## src/rtl/cpu_fetch_pkg.sv

```systemverilog
// Shared types and constants for the instruction fetch unit and its queue.
// Optional feature macro used by the fetch unit: FETCH_PERF_CNT_EN.
package cpu_fetch_pkg;

   localparam int INSTR_W    = 32;
   localparam int ROM_DATA_W = 64;
   localparam int ADDR_W     = 32;
   localparam int ENTRY_W    = ADDR_W + INSTR_W;

   localparam logic [ADDR_W-1:0] PC_STEP = 32'd4;

   typedef logic [1:0] fetch_state_t;
   localparam fetch_state_t IDLE    = 2'd0;
   localparam fetch_state_t DRIVE   = 2'd1;
   localparam fetch_state_t CAPTURE = 2'd2;

   // pc occupies the upper half of a packed entry
   typedef struct packed {
      logic [ADDR_W-1:0]  pc;
      logic [INSTR_W-1:0] word;
   } fetch_entry_t;

endpackage

```

## src/rtl/fetch_queue.sv

```systemverilog
// Small synchronous FIFO holding fetched {pc, word} entries for the decoder.
// Flush wins over push/pop; head reads as zero when empty.
module fetch_queue
   import cpu_fetch_pkg::*;
#(
   parameter int DEPTH = 2
)
(
   input  logic                     clock,
   input  logic                     reset,
   input  logic                     push,
   input  logic                     pop,
   input  logic                     flush,
   input  logic [ENTRY_W-1:0]       push_entry,
   output logic                     full,
   output logic                     empty,
   output logic [$clog2(DEPTH):0]   count,
   output logic [ENTRY_W-1:0]       head
);

   localparam int AW = $clog2(DEPTH);

   logic [ENTRY_W-1:0] mem_q [DEPTH];
   logic [AW-1:0]      wr_ptr_q;
   logic [AW-1:0]      rd_ptr_q;
   logic [AW:0]        count_q;
   logic               do_push;
   logic               do_pop;

   assign empty   = (count_q == '0);
   assign full    = (count_q == (AW+1)'(DEPTH));
   assign count   = count_q;
   assign do_pop  = pop && !empty;
   // a push into a full queue is only taken when the head leaves in the same cycle
   assign do_push = push && (!full || do_pop);
   assign head    = empty ? '0 : mem_q[rd_ptr_q];

   always_ff @(posedge clock or posedge reset) begin
      if (reset) begin
         wr_ptr_q <= '0;
         rd_ptr_q <= '0;
         count_q  <= '0;
      end else if (flush) begin
         wr_ptr_q <= '0;
         rd_ptr_q <= '0;
         count_q  <= '0;
      end else begin
         if (do_push) wr_ptr_q <= wr_ptr_q + 1'b1;
         if (do_pop)  rd_ptr_q <= rd_ptr_q + 1'b1;
         if (do_push && !do_pop)
            count_q <= count_q + 1'b1;
         else if (!do_push && do_pop)
            count_q <= count_q - 1'b1;
      end
   end

   always_ff @(posedge clock) begin
      if (do_push && !flush)
         mem_q[wr_ptr_q] <= push_entry;
   end

endmodule

```

## src/rtl/instruction_fetch_unit.sv

```systemverilog
// Instruction ROM bus initiator: owns the PC, sequences ROM accesses and queues words for decode.
// Define FETCH_PERF_CNT_EN to build the completed-fetch counter; otherwise fetch_count reads zero.
module instruction_fetch_unit
   import cpu_fetch_pkg::*;
#(
   parameter logic [31:0] RESET_PC      = 32'h0,
   parameter int          SETTLE_CYCLES = 1,
   parameter int          QUEUE_DEPTH   = 2
)
(
   input  logic        clock,
   input  logic        reset,
   output logic [31:0] rom_address,
   output logic        rom_chip_select,
   output logic        rom_output_enable,
   input  logic [63:0] rom_data,
   input  logic        redirect_valid,
   input  logic [31:0] redirect_pc,
   input  logic        halt,
   output logic        instr_valid,
   input  logic        instr_ready,
   output logic [31:0] instr_word,
   output logic [31:0] instr_pc,
   output logic [31:0] fetch_count
);

   localparam int SW = (SETTLE_CYCLES > 1) ? $clog2(SETTLE_CYCLES) : 1;
   localparam int CW = $clog2(QUEUE_DEPTH) + 1;
   localparam logic [SW-1:0] SETTLE_LOAD = SW'(SETTLE_CYCLES - 1);

   fetch_state_t      state_q, state_d;
   logic [ADDR_W-1:0] pc_q, pc_d;
   logic [SW-1:0]     settle_q, settle_d;

   logic               q_full;
   logic               q_empty;
   logic [CW-1:0]      q_count;
   logic [ENTRY_W-1:0] q_head;
   fetch_entry_t       push_entry;
   fetch_entry_t       head_entry;
   logic               push;
   logic               pop;
   logic               slot_free_now;
   logic               slot_free_after;
   logic               unused_rom_hi;

   assign unused_rom_hi = ^rom_data[ROM_DATA_W-1:INSTR_W];

   // a redirect discards both the in-flight word and any pop offered alongside it
   assign pop             = instr_valid && instr_ready && !redirect_valid;
   assign push            = (state_q == CAPTURE) && !redirect_valid;
   assign slot_free_now   = !q_full || pop;
   assign slot_free_after = (q_count < CW'(QUEUE_DEPTH - 1)) || pop;

   assign push_entry.pc   = pc_q;
   assign push_entry.word = rom_data[INSTR_W-1:0];

   always_comb begin
      state_d  = state_q;
      pc_d     = pc_q;
      settle_d = settle_q;
      if (redirect_valid) begin
         state_d = IDLE;
         pc_d    = {redirect_pc[ADDR_W-1:2], 2'b00};
      end else begin
         case (state_q)
            IDLE: begin
               if (!halt && slot_free_now) begin
                  state_d  = DRIVE;
                  settle_d = SETTLE_LOAD;
               end
            end
            DRIVE: begin
               if (settle_q == '0)
                  state_d = CAPTURE;
               else
                  settle_d = settle_q - 1'b1;
            end
            CAPTURE: begin
               pc_d = pc_q + PC_STEP;
               if (!halt && slot_free_after) begin
                  state_d  = DRIVE;
                  settle_d = SETTLE_LOAD;
               end else begin
                  state_d = IDLE;
               end
            end
            default: state_d = IDLE;
         endcase
      end
   end

   always_ff @(posedge clock or posedge reset) begin
      if (reset) begin
         state_q  <= IDLE;
         pc_q     <= RESET_PC;
         settle_q <= '0;
      end else begin
         state_q  <= state_d;
         pc_q     <= pc_d;
         settle_q <= settle_d;
      end
   end

   assign rom_address       = pc_q;
   assign rom_chip_select   = (state_q != IDLE);
   assign rom_output_enable = (state_q != IDLE);

   fetch_queue #(
      .DEPTH(QUEUE_DEPTH)
   ) u_queue (
      .clock      (clock),
      .reset      (reset),
      .push       (push),
      .pop        (pop),
      .flush      (redirect_valid),
      .push_entry (push_entry),
      .full       (q_full),
      .empty      (q_empty),
      .count      (q_count),
      .head       (q_head)
   );

   assign head_entry  = q_head;
   assign instr_valid = !q_empty;
   assign instr_pc    = head_entry.pc;
   assign instr_word  = head_entry.word;

`ifdef FETCH_PERF_CNT_EN
   logic [31:0] fetch_count_q;

   always_ff @(posedge clock or posedge reset) begin
      if (reset)
         fetch_count_q <= '0;
      else if (push)
         fetch_count_q <= fetch_count_q + 1'b1;
   end

   assign fetch_count = fetch_count_q;
`else
   assign fetch_count = 32'h0;
`endif

endmodule

```

## config.mk

```make
export PLATFORM = sky130hd
export DESIGN_NAME = instruction_fetch_unit
export DESIGN_NICKNAME = d
export VERILOG_FILES = /design/src/rtl/cpu_fetch_pkg.sv /design/src/rtl/fetch_queue.sv /design/src/rtl/instruction_fetch_unit.sv
export SDC_FILE = /design/constraint.sdc
export NUM_CORES = 1
export LEC_CHECK = 0
export CAP_MARGIN = 20
export CORE_ASPECT_RATIO = 1.1
export CORE_UTILIZATION = 45
export CTS_BUF_LIST = sky130_fd_sc_hd__clkbuf_8
export DETAILED_ROUTE_END_ITERATION = 10
export PLACE_DENSITY = 0.79
export SLEW_MARGIN = 20
export SYNTH_ARGS = -nofsm -noshare
export SYNTH_HDL_FRONTEND = slang
export SYNTH_SLANG_ARGS = --single-unit
```

## constraint.sdc

```tcl
create_clock -name clock -period 19.8 [get_ports clock]
set_input_delay 1.98 -clock clock [delete_from_list [all_inputs] [get_ports clock]]
set_output_delay 1.98 -clock clock [all_outputs]
set_load 0.02 [all_outputs]
```

==> results.sh <==
export IMPL_route_final_wire_length_mm=15.4
export IMPL_io_buffer_count=161
export IMPL_pin_count=232
export IMPL_final_layout_size_suffix_gt1_share_pct=6.28
export IMPL_yosys_area_top_type="edfxtp_1"
export IMPL_detailedPlace_worstSlack_ns=15.48
export IMPL_start_util_pct=46.5
export IMPL_power_density_nw_per_um2=110
export IMPL_critPathLaunchType="register"
export IMPL_drt_drc_violations_left=0
export IMPL_num_vias=4692
export IMPL_synth_ff_latch_count=160
export IMPL_fin_ws_ns=15.06
export IMPL_place_hpwl_mm=10.3
export IMPL_net_total_in_the_final_layout=808
export IMPL_cp_max_fo=34
export IMPL_min_delay_path_class="reg -> reg"
export IMPL_post_synth_and_or_nand_nor_area_fraction_pct=12.2
export IMPL_timing_final_crit_share_pct=23.9
export IMPL_ys_top_cells_by_area="edfxtp_1, dfrtp_1, mux2i_1, nor2_1, buf_4"
export IMPL_cts_setup_buffers=0
export IMPL_cellLeakagePower_nw=3.14
export IMPL_cts_hold_buf=0
export IMPL_number_of_antenna_violations_at_the_first_check_in_global_routing=0
export IMPL_cts_resized=0
export IMPL_synth_most_common_cell="edfxtp_1"
export IMPL_critPathArrivalTime_ns=2.76
export IMPL_clock_latency_reported_for_the_late_side_of_the_worst_skew_pair_ns=0.43
export IMPL_areaGrowthSynthToFinish_pct=29.7
export IMPL_grt_total_usage_pct=19.3
export IMPL_post_synth_inst_count=548
export IMPL_power_frac_seq_pct=41.4
export IMPL_synth_top_area_share_pct=52.8
export IMPL_grt_pass1_vias=4677
export IMPL_largest_family_of_logic_cells_by_synthesized_area="simple AND/OR/NAND/NOR gates"
export IMPL_worst_clock_skew_ns=0.0133
export IMPL_route_detailed_vias_per_inst=5.14
export IMPL_stdcell_count=912
export IMPL_cp_cell_sequence="inv_1, ha_2, buf_4, nor2_1, clkdlybuf4s50_1"
export IMPL_n_antenna_cell=0
export IMPL_worst_path_largest_cell_delay_ns=0.65
export IMPL_grt_first_pass_wirelength_mm=23.9
export IMPL_cts_sink_count=160
export IMPL_fmax_mhz=211
export IMPL_core_sq_um=15200
export IMPL_max_cap_violations=0
export IMPL_floorplan_rows=47
export IMPL_finalSetupTns_ns=0
export IMPL_synth_xor_area_share_pct=1.74
export IMPL_cts_clk_slew_worst_paths_ns=0.09
export IMPL_tritoncts_num_buffers=17
export IMPL_dp_cells=880
export IMPL_worst_vdd_ir_uv=59.1
export IMPL_worst_endpoint_required_ns=17.82
export IMPL_synth_top_cells_by_count="edfxtp_1, nor2_1, mux2i_1"
export IMPL_per_instance_average_area_after_synthesis_sq_um=12.9
export IMPL_finalSetupViolations=0
export IMPL_power_switching_mw=0.337
export IMPL_synth_compound_area_share_pct=4.45
export IMPL_grt_start_max_net_pins=64
export IMPL_synth_adder_area_share_pct=0.710
export IMPL_n_fill_cell=1193
export IMPL_total_gr_overflow=0
export IMPL_worst_slew_pin_transition_ns=1.12
export IMPL_p_int_mw=0.665
export IMPL_yosys_most_used_dff="edfxtp_1"
export IMPL_drt_antenna_violating_nets=0
export IMPL_pwr_share_comb_pct=33.2
export IMPL_count_of_routing_violations_after_the_opening_detailed_route_iteration=347
export IMPL_fp_dieW_microns=121
export IMPL_seq_area_sq_um=4630
export IMPL_p_sw_share_pct=33.6
export IMPL_status="complete, no violations"
export IMPL_ys_types=44
export IMPL_yosys_warnings=0
export IMPL_design_die_area_sq_um=16200
export IMPL_clockPowerShare_pct=25.4
export IMPL_tritoncts="yes"
export IMPL_clockRootBuffer="clkbuf_8"
export IMPL_max_buffers_root_to_sink=2
export IMPL_slew_viol_final=0
export IMPL_synth_async_reset_ratio_pct=22.5
export IMPL_final_hold_viol_count=0
export IMPL_synth_cell_area_sq_um=7050
export IMPL_criticalPathCategory="reg -> out"
export IMPL_die_height_microns=133
export IMPL_drt_wirelength_per_cell_microns=16.9
export IMPL_period_minus_slack_ns=4.74
export IMPL_multi_input_comb_area_sq_um=2130
export IMPL_htree_levels=4
export IMPL_gp_congestion=0.761
export IMPL_synth_seq_area_share_pct=65.6
export IMPL_synth_edf_count=124
export IMPL_worst_slew_margin_relative_to_its_limit_pct=25.2
export IMPL_synthMuxAreaShare_pct=9.08
export IMPL_worst_path_max_delay_cell="ha_2"
export IMPL_rsz0062_at_grt="false"
export IMPL_drt_pass1_iter_count=5
export IMPL_critical_path_endpoint_type="output pin"
-- through the flow --
stage | util [%] | hold slack, ns | instance area (sq um) | power [mW]
2_1_floorplan | - | 0.519 | 7180 | 0.605
3_3_place_gp | 57.4 | 0.521 | 8710 | 0.751
3_5_place_dp | 57.4 | 0.531 | 8710 | 0.758
4_1_cts | 60.3 | 0.544 | 9140 | 1.01
5_1_grt | 60.3 | 0.552 | 9140 | 1.05
6_report | 60.3 | 0.543 | 9140 | 1.00
-- cell type report --
class                           instances  area share [%]
Multi-Input combinational cell        346            23.3
Inverter                               10           0.411
Clock buffer                           17            2.56
Timing Repair Buffer                  168            18.2
Sequential cell                       160            50.6
Tap cell                              196            2.68
Clock inverter                         15            2.19
-- logic make-up (layout without fill, tap and decap cells) --
logic type                 after synthesis  in the layout
AOI/OAI and AO/OA                       49             49
xor gates and xnor gates                14             14
adders and majority gates                4              4
buffers and inverters                   77            210
DFF                                    160            160
muxes                                   64             64
other                                    1             36
and+or+nand+nor                        179            179
-- placed cells by master (no fill, tap or decap), types with 3 or more instances in the layout --
cell	synthesis	layout
o21ai_0	17	17
or4_1	11	11
nand2b_1	3	3
o31ai_1	9	9
clkdlybuf4s50_1	0	161
nor2_1	85	85
nand2_1	27	27
edfxtp_1	124	124
clkbuf_8	0	17
dfrtp_1	36	35
inv_1	10	11
mux2i_1	64	64
bufinv_16	0	3
nor4_1	3	3
and3_1	3	3
or3_1	5	5
inv_6	0	5
and4_1	3	3
conb_1	1	36
xor2_1	7	7
clkinv_4	0	4
buf_4	37	7
nand3_1	16	16
ha_1	4	3
nand4_1	8	8
xnor2_1	7	7
a31oi_1	13	13
-- critical path: cells and delay by family (launching register included) --
| kind | cells | cell delay [ns] |
|---|---|---|
| adders and majority gates | 1 | 0.65 |
| buffers and inverters | 3 | 1.20 |
| DFF | 1 | 0.37 |
| and+or+nand+nor | 1 | 0.10 |
-- path summary, 6_finish.rpt --
path | start | endpoint | slack, ns | cells after the start
worst max-delay path | u_queue.count[0] | instr_pc[6] | 15.06 | 5
worst min-delay path | rom_address[31] | u_queue.mem_q[0][63] | 0.54 | 0
worst max register to register | u_queue.count[0] | u_queue.mem_q[1][13] | 16.66 | 7
worst min register to register | rom_address[31] | u_queue.mem_q[0][63] | 0.54 | 0
max in group asynchronous | reset | u_queue.rd_ptr_q | 17.47 | 3
min in group asynchronous | reset | rom_address[5] | 1.95 | 3
-- power groups by stage --
| stage | clock [mW] | sequential [mW] | combinational (mW) |
|---|---|---|---|
| 5_1_grt | 0.275 | 0.419 | 0.355 |
| 2_1_floorplan | 0 | 0.402 | 0.203 |
| 3_5_place_dp | 0 | 0.423 | 0.335 |
| 3_3_place_gp | 0 | 0.421 | 0.329 |
| 6_report | 0.255 | 0.415 | 0.332 |
| 4_1_cts | 0.262 | 0.416 | 0.336 |
-- layer usage --
| metal | track usage [%] | vias to the layer above | wire (microns) |
|---|---|---|---|
| met2 | 33.2 | 190 | 7920 |
| met1 | 23.8 | 2257 | 6370 |
| met3 | 4.67 | 17 | 992 |
| li1 | - | 2228 | - |
| met5 | 0 | - | 0 |
| met4 | 6.38 | 0 | 154 |
-- sequential cells by signal (all words and copies together) (netlist names) --
name / flops
u_queue.rd_ptr_q: 1
rom_address: 30
u_queue.count: 2
u_queue.mem_q: 124
state_q: 2
u_queue.wr_ptr_q: 1
No activity file was read; power rests on OpenSTA's default activity.
